`config.mk`:
```
export PLATFORM = sky130hd
export DESIGN_NAME = wb_trace_buf
export DESIGN_NICKNAME = d
export VERILOG_FILES = /design/src/rtl/wb_trace_buf_pkg.sv /design/src/rtl/wb_trace_buf_sync_fifo.sv /design/src/rtl/wb_trace_buf.sv
export SDC_FILE = /design/constraint.sdc
export NUM_CORES = 1
export LEC_CHECK = 0
export ABC_CLOCK_PERIOD_IN_PS = 6200
export BUFFER_PORTS_ARGS = -buffer_cell sky130_fd_sc_hd__clkbuf_2
export CAP_MARGIN = 0
export CORE_UTILIZATION = 35
export DETAILED_ROUTE_END_ITERATION = 6
export HOLD_SLACK_MARGIN = 0.02
export PLACE_DENSITY = 0.62
export REMOVE_ABC_BUFFERS = 1
export SLEW_MARGIN = 20
export SYNTH_ARGS = -nofsm -noshare
export SYNTH_HDL_FRONTEND = slang
export SYNTH_HIERARCHICAL = 1
export SYNTH_SLANG_ARGS = --single-unit
```
`constraint.sdc`:
```
create_clock -name clk -period 6.2 [get_ports clk]
set_input_delay 0.62 -clock clk [delete_from_list [all_inputs] [get_ports clk]]
set_output_delay 0.62 -clock clk [all_outputs]
set_load 0.005 [all_outputs]
```
`src/rtl/wb_trace_buf_pkg.sv`:
```
// Shared layout of a write-back trace record: field widths, bit offsets and counter widths.
package wb_trace_buf_pkg;
  localparam int VALUE_W       = 32;
  localparam int PC_W          = 32;
  localparam int REG_W         = 5;
  localparam int VALUE_LSB     = 0;
  localparam int PC_LSB        = 32;
  localparam int REG_LSB       = 64;
  localparam int ENA_BIT       = 69;
  localparam int GAP_BIT       = 70;
  localparam int SEQ_LSB       = 71;
  localparam int REC_FIXED_W   = 71;
  localparam int DROP_W        = 16;
  localparam int SEQ_W_DEFAULT = 16;
  localparam int TRACE_W       = SEQ_W_DEFAULT + REC_FIXED_W;

  function automatic int trace_w(input int seq_w);
    return seq_w + REC_FIXED_W;
  endfunction
endpackage

```
`src/rtl/wb_trace_buf_sync_fifo.sv`:
```
// Register-array FIFO with a flush input; a push is refused when full unless a pop happens in the same cycle.
// Data written at an edge becomes visible on rdata_o only after that edge.
module sync_fifo #(
  parameter int WIDTH = 8,
  parameter int DEPTH = 16,
  localparam int AW   = $clog2(DEPTH),
  localparam int LW   = $clog2(DEPTH) + 1
) (
  input  logic             clk_i,
  input  logic             rst_i,
  input  logic             flush_i,
  input  logic             push_i,
  input  logic [WIDTH-1:0] wdata_i,
  input  logic             pop_i,
  output logic [WIDTH-1:0] rdata_o,
  output logic             full_o,
  output logic             empty_o,
  output logic [LW-1:0]    level_o
);
  logic [WIDTH-1:0] mem_q [DEPTH];
  logic [AW-1:0]    wr_ptr_q, wr_ptr_d, rd_ptr_q, rd_ptr_d;
  logic [LW-1:0]    level_q, level_d;
  logic             do_push, do_pop;

  assign full_o  = (level_q == LW'(DEPTH));
  assign empty_o = (level_q == '0);
  assign level_o = level_q;
  assign rdata_o = mem_q[rd_ptr_q];

  assign do_pop  = pop_i & ~empty_o;
  assign do_push = push_i & (~full_o | do_pop);

  always_comb begin
    wr_ptr_d = wr_ptr_q;
    rd_ptr_d = rd_ptr_q;
    level_d  = level_q;
    if (do_push) wr_ptr_d = wr_ptr_q + AW'(1);
    if (do_pop)  rd_ptr_d = rd_ptr_q + AW'(1);
    if (do_push && !do_pop)      level_d = level_q + LW'(1);
    else if (do_pop && !do_push) level_d = level_q - LW'(1);
    if (flush_i) begin
      wr_ptr_d = '0;
      rd_ptr_d = '0;
      level_d  = '0;
    end
  end

  always_ff @(posedge clk_i) begin
    if (rst_i) begin
      wr_ptr_q <= '0;
      rd_ptr_q <= '0;
      level_q  <= '0;
    end else begin
      wr_ptr_q <= wr_ptr_d;
      rd_ptr_q <= rd_ptr_d;
      level_q  <= level_d;
    end
  end

  // Storage is deliberately unreset; occupancy alone decides what is valid.
  always_ff @(posedge clk_i) begin
    if (do_push && !flush_i && !rst_i) mem_q[wr_ptr_q] <= wdata_i;
  end
endmodule

```
`src/rtl/wb_trace_buf.sv`:
```
// Captures committed instructions into a sequenced trace FIFO, counting and flagging commits lost to a full buffer.
// Records appear one cycle after capture; consumer backpressure holds the head record stable.
module wb_trace_buf
  import wb_trace_buf_pkg::*;
#(
  parameter int DEPTH = 16,
  parameter int SEQ_W = 16,
  localparam int LVL_W = $clog2(DEPTH) + 1,
  localparam int TW    = SEQ_W + REC_FIXED_W
) (
  input  logic              clk,
  input  logic              rst,
  input  logic              trace_en,
  input  logic              clear,
  input  logic              wb_have_inst,
  input  logic [31:0]       wb_pc,
  input  logic              wb_ena,
  input  logic [4:0]        wb_reg,
  input  logic [31:0]       wb_value,
  output logic              trace_valid,
  input  logic              trace_ready,
  output logic [TW-1:0]     trace_data,
  output logic [LVL_W-1:0]  level,
  output logic              overflow,
  output logic [DROP_W-1:0] drop_cnt
);
  logic [SEQ_W-1:0]  seq_q, seq_d;
  logic [DROP_W-1:0] drop_q, drop_d;
  logic              ovf_q, ovf_d, gap_q, gap_d;
  logic              fifo_full, fifo_empty, pop, cap, accept, drop;
  logic [TW-1:0]     rec;

  assign trace_valid = ~fifo_empty;
  assign pop         = trace_valid & trace_ready;
  assign cap         = trace_en & wb_have_inst & ~clear;
  assign accept      = cap & (~fifo_full | pop);
  assign drop        = cap & ~accept;
  assign overflow    = ovf_q;
  assign drop_cnt    = drop_q;

  // Non-writing commits are recorded with register and value zeroed.
  always_comb begin
    rec = '0;
    rec[SEQ_LSB +: SEQ_W]     = seq_q;
    rec[GAP_BIT]              = gap_q;
    rec[ENA_BIT]              = wb_ena;
    rec[PC_LSB +: PC_W]       = wb_pc;
    if (wb_ena) begin
      rec[REG_LSB +: REG_W]     = wb_reg;
      rec[VALUE_LSB +: VALUE_W] = wb_value;
    end
  end

  always_comb begin
    seq_d  = seq_q;
    drop_d = drop_q;
    ovf_d  = ovf_q;
    gap_d  = gap_q;
    if (cap) seq_d = seq_q + SEQ_W'(1);
    if (accept) gap_d = 1'b0;
    if (drop) begin
      gap_d = 1'b1;
      ovf_d = 1'b1;
      if (drop_q != '1) drop_d = drop_q + DROP_W'(1);
    end
    if (clear) begin
      seq_d  = '0;
      drop_d = '0;
      ovf_d  = 1'b0;
      gap_d  = 1'b0;
    end
  end

  always_ff @(posedge clk) begin
    if (rst) begin
      seq_q  <= '0;
      drop_q <= '0;
      ovf_q  <= 1'b0;
      gap_q  <= 1'b0;
    end else begin
      seq_q  <= seq_d;
      drop_q <= drop_d;
      ovf_q  <= ovf_d;
      gap_q  <= gap_d;
    end
  end

  sync_fifo #(.WIDTH(TW), .DEPTH(DEPTH)) u_fifo (
    .clk_i   (clk),
    .rst_i   (rst),
    .flush_i (clear),
    .push_i  (accept),
    .wdata_i (rec),
    .pop_i   (pop),
    .rdata_o (trace_data),
    .full_o  (fifo_full),
    .empty_o (fifo_empty),
    .level_o (level)
  );
endmodule

```
==> run_results.csv <==
group,metric,value,unit
synth,synthArstFlopShare,0,%
timing,slew_viol_final,0,
cts,htree_levels,4,
global_routing,grt_max_degree,110,
die,ios,186,
timing,period_minus_slack,4159,ps
cts,postCtsResizedCells,0,
cts,clkSlewWorstSetupHoldPaths,60,ps
die,die_x,397.4,um
synth,synthCells,2474,
synth,netlist_area,54710,um^2
worst_setup_path,critical_path_required,5580,ps
worst_setup_path,cp-end-kind,"primary output",
timing,clock.fmax,240.5,MHz
timing,setup_tns,0,ps
synth,synth-seq-cells,1443,
worst_setup_path,cpMaxStageDelayCell,"dfxtp_4",
synth,seq_area_frac_synth,78.27,%
route,finalWirelength,124100,um
cts,root_buffer,"clkbuf_16",
pwr,netSwitchingPower,3801,uW
synth,avgSynthCellArea,22.11,um^2
die,core_region_area,154600,um^2
pwr,power.density,308.4,nW/um^2
cts,cts_tree,"done",
worst_setup_path,cp-start-kind,"flop",
final_layout,multi_input_area,11440,um^2
pwr,netSwitchingFraction,19.53,%
placed_design,hpwl,60920,um
synth,yosysUniqueCellTypes,52,
global_routing,antenna_found_initial,10,
global_routing,grt_pass1_vias,27100,
timing,grt_setup_unrepaired,"no",
placed_design,port_buffers,185,
timing,setup-violations-final,0,
global_routing,grt_pass1_wl,182400,um
synth,synth_edf_count,1392,
worst_setup_path,path_class,"reg2out",
synth,synthFlopType,"edfxtp_1",
die,placementRows,144,
placed_design,dpl_cell_area,58430,um^2
global_routing,grtUsageTotal,15.81,%
die,dieHeight,397.4,um
route,drc,0,
die,start_util,35.39,%
pwr,p_int,15660,uW
final_layout,final.fill_count,13530,
final_layout,drive_gt1_share,29.07,%
outcome,run_status,"completed",
route,drtAntennaViolNets,0,
final_layout,final_nets,2820,
pwr,p_seq_share,54.8,%
final_layout,area_growth,15.35,%
die,die_area,157900,um^2
cts,ctsHoldBuffers,0,
timing,skew,28.87,ps
route,drtIter0Drc,2002,
pwr,leakage,0.01938,uW
pwr,p_comb_share,1.2,%
cts,clock-sinks,1443,
cts,post-cts-setup-buffers,0,
worst_setup_path,cpPeakStageDelay,960,ps
worst_setup_path,cp_cell_sequence,"buf_4, mux4_2, a22oi_1, nand2_1, clkbuf_2",
pwr,peakVddDrop,0.2829,mV
timing,maxSlewHeadroom,24.32,%
worst_setup_path,path_max_fanout,42,
final_layout,stdcell_area,63100,um^2
route,dr.pass1.iters,7,
timing,tightest_slew,1135,ps
route,wl_per_cell,25.39,um
run,drv_cap,0,
pwr,clkPwrFrac,44.0,%
route,vias,26030,
cts,worstSkewPairLatency,780,ps
hold_path,hold_path.class,"in2reg",
worst_setup_path,critPathArrivalTime,3540,ps
timing,hold_violations,0,
placed_design,gp_congestion,0.7385,
route,vias_per_cell,5.324,
final_layout,seq_area,42830,um^2
cts,cts_buffers,152,
pwr,finalPower,19460,uW
synth,yosys_warnings,6,
timing,period_share,67.08,%
cts,cts_buffer_depth,3,
global_routing,grt_overflow,0,
-- power groups by stage --
stage	registers [uW]	logic [uW]	clock network, uW
after detailed placement	10900	250	0
after floorplan	10900	119	0
after global routing	10700	271	9120
after global placement	10900	243	0
final	10700	243	8550
after CTS	10700	251	8770
-- kinds of logic (layout without fill, tap and decap cells) --
| logic type | count (synthesis) | after routing | synth area share, % |
|---|---|---|---|
| flops | 1443 | 1443 | 78.27 |
| mux | 358 | 358 | 14.52 |
| simple gates | 283 | 283 | 2.667 |
| compound gates | 224 | 224 | 2.966 |
| buf+inv | 141 | 512 | 1.077 |
| xor+xnor | 13 | 13 | 0.2081 |
| fa+ha+maj | 12 | 12 | 0.2882 |
| other cells | 0 | 1 | 0 |
-- cell usage in the layout (no fill, tap or decap), drive strengths merged, types with 2 or more instances in the layout --
master,synthesis,layout
a211oi,2,2
a21oi,22,22
a22oi,174,174
and2,45,45
and3,5,5
and4,7,7
and4b,2,2
buf,50,52
bufinv,0,6
clkbuf,82,382
clkinv,0,53
clkinvlp,0,5
dfxtp,51,51
edfxtp,1392,1392
ha,11,11
inv,9,14
mux2i,9,9
mux4,348,348
nand2,107,107
nand2b,2,2
nand3,22,22
nand4,9,9
nor2,43,43
nor2b,2,2
nor4,8,8
o211ai,2,2
o21ai,10,10
o31ai,9,9
or2,2,2
or3,17,17
or4,9,9
xnor2,6,6
xor2,7,7
-- stage by stage --
step	utilization (%)	instances	setup slack, ps	hold slack (ps)
global route	40.82	4889	1656	95.65
global placement	37.80	4622	2239	453.8
finish	40.82	4890	2041	135.7
floorplan	-	2342	-9814	458.7
detailed placement	37.80	4622	2102	469.3
CTS	40.82	4889	1864	49.43
-- worst paths after layout --
path                                   startpoint              endpoint  slack, ps  depth (start not counted)
worst min-delay path                     trace_en              seq_q[1]        140                          3
worst max-delay path                         flop        trace_data[81]       2040                          5
worst max register to register  u_fifo/level_o[0]  u_fifo/mem_q[14][58]       2190                          8
worst min register to register           overflow              overflow        480                          2
-- worst max-delay path: cells and delay by family (launching register included) --
kind / cells / cell delay [ps]
multiplexers: 1 / 570
buffers and inverters: 2 / 750
flip-flops: 1 / 960
AND/OR/NAND/NOR: 1 / 220
AO/OA/AOI/OAI: 1 / 220
-- flip-flops by register name, summed over array words and instances (netlist names), named ones only --
name,flops
drop_cnt,16
gap_q,1
u_fifo/wr_ptr_q,4
overflow,1
u_fifo/mem_q,1392
u_fifo/level_o,5
u_fifo/rd_ptr_q,4
seq_q,16
-- Yosys cell counts, types with 4 or more instances --
| library cell | number | share of area (%) |
|---|---|---|
| edfxtp_1 | 1392 | 76 |
| mux4_2 | 348 | 14 |
| a22oi_1 | 174 | 2.4 |
| nand2_1 | 107 | 0.73 |
| clkbuf_1 | 82 | 0.56 |
| dfxtp_1 | 51 | 1.9 |
| and2_1 | 44 | 0.50 |
| nor2_1 | 43 | 0.30 |
| buf_2 | 42 | 0.38 |
| a21oi_1 | 22 | 0.20 |
| nand3_1 | 19 | 0.17 |
| or3_1 | 16 | 0.18 |
| ha_1 | 11 | 0.25 |
| inv_1 | 9 | 0.062 |
| mux2i_1 | 9 | 0.16 |
| o21ai_0 | 9 | 0.082 |
| or4_1 | 9 | 0.12 |
| nand4_1 | 8 | 0.091 |
| nor4_1 | 8 | 0.091 |
| o31ai_1 | 8 | 0.11 |
| buf_1 | 7 | 0.048 |
| xor2_1 | 7 | 0.11 |
| xnor2_1 | 6 | 0.096 |
| and4_1 | 4 | 0.064 |
-- per-layer routing --
metal  GRT usage (%)  wire length (um)  vias up
li1                -                 -    11000
met2           24.80             59030      757
met4           3.578              1990       10
met1           22.14             54250    14110
met5               0                69        -
met3           4.071              8802      155
-- final cells by class --
cell class	count	share of cell area, %
clock buffers	198	6.549
clock inverters	69	0.8506
flip-flops and latches	1443	67.87
multi-input cells	890	18.13
diodes	1	0.003965
repair buffers	236	2.490
inverters	9	0.05353
well taps	2044	4.053
(Power assumes the default switching activity.)
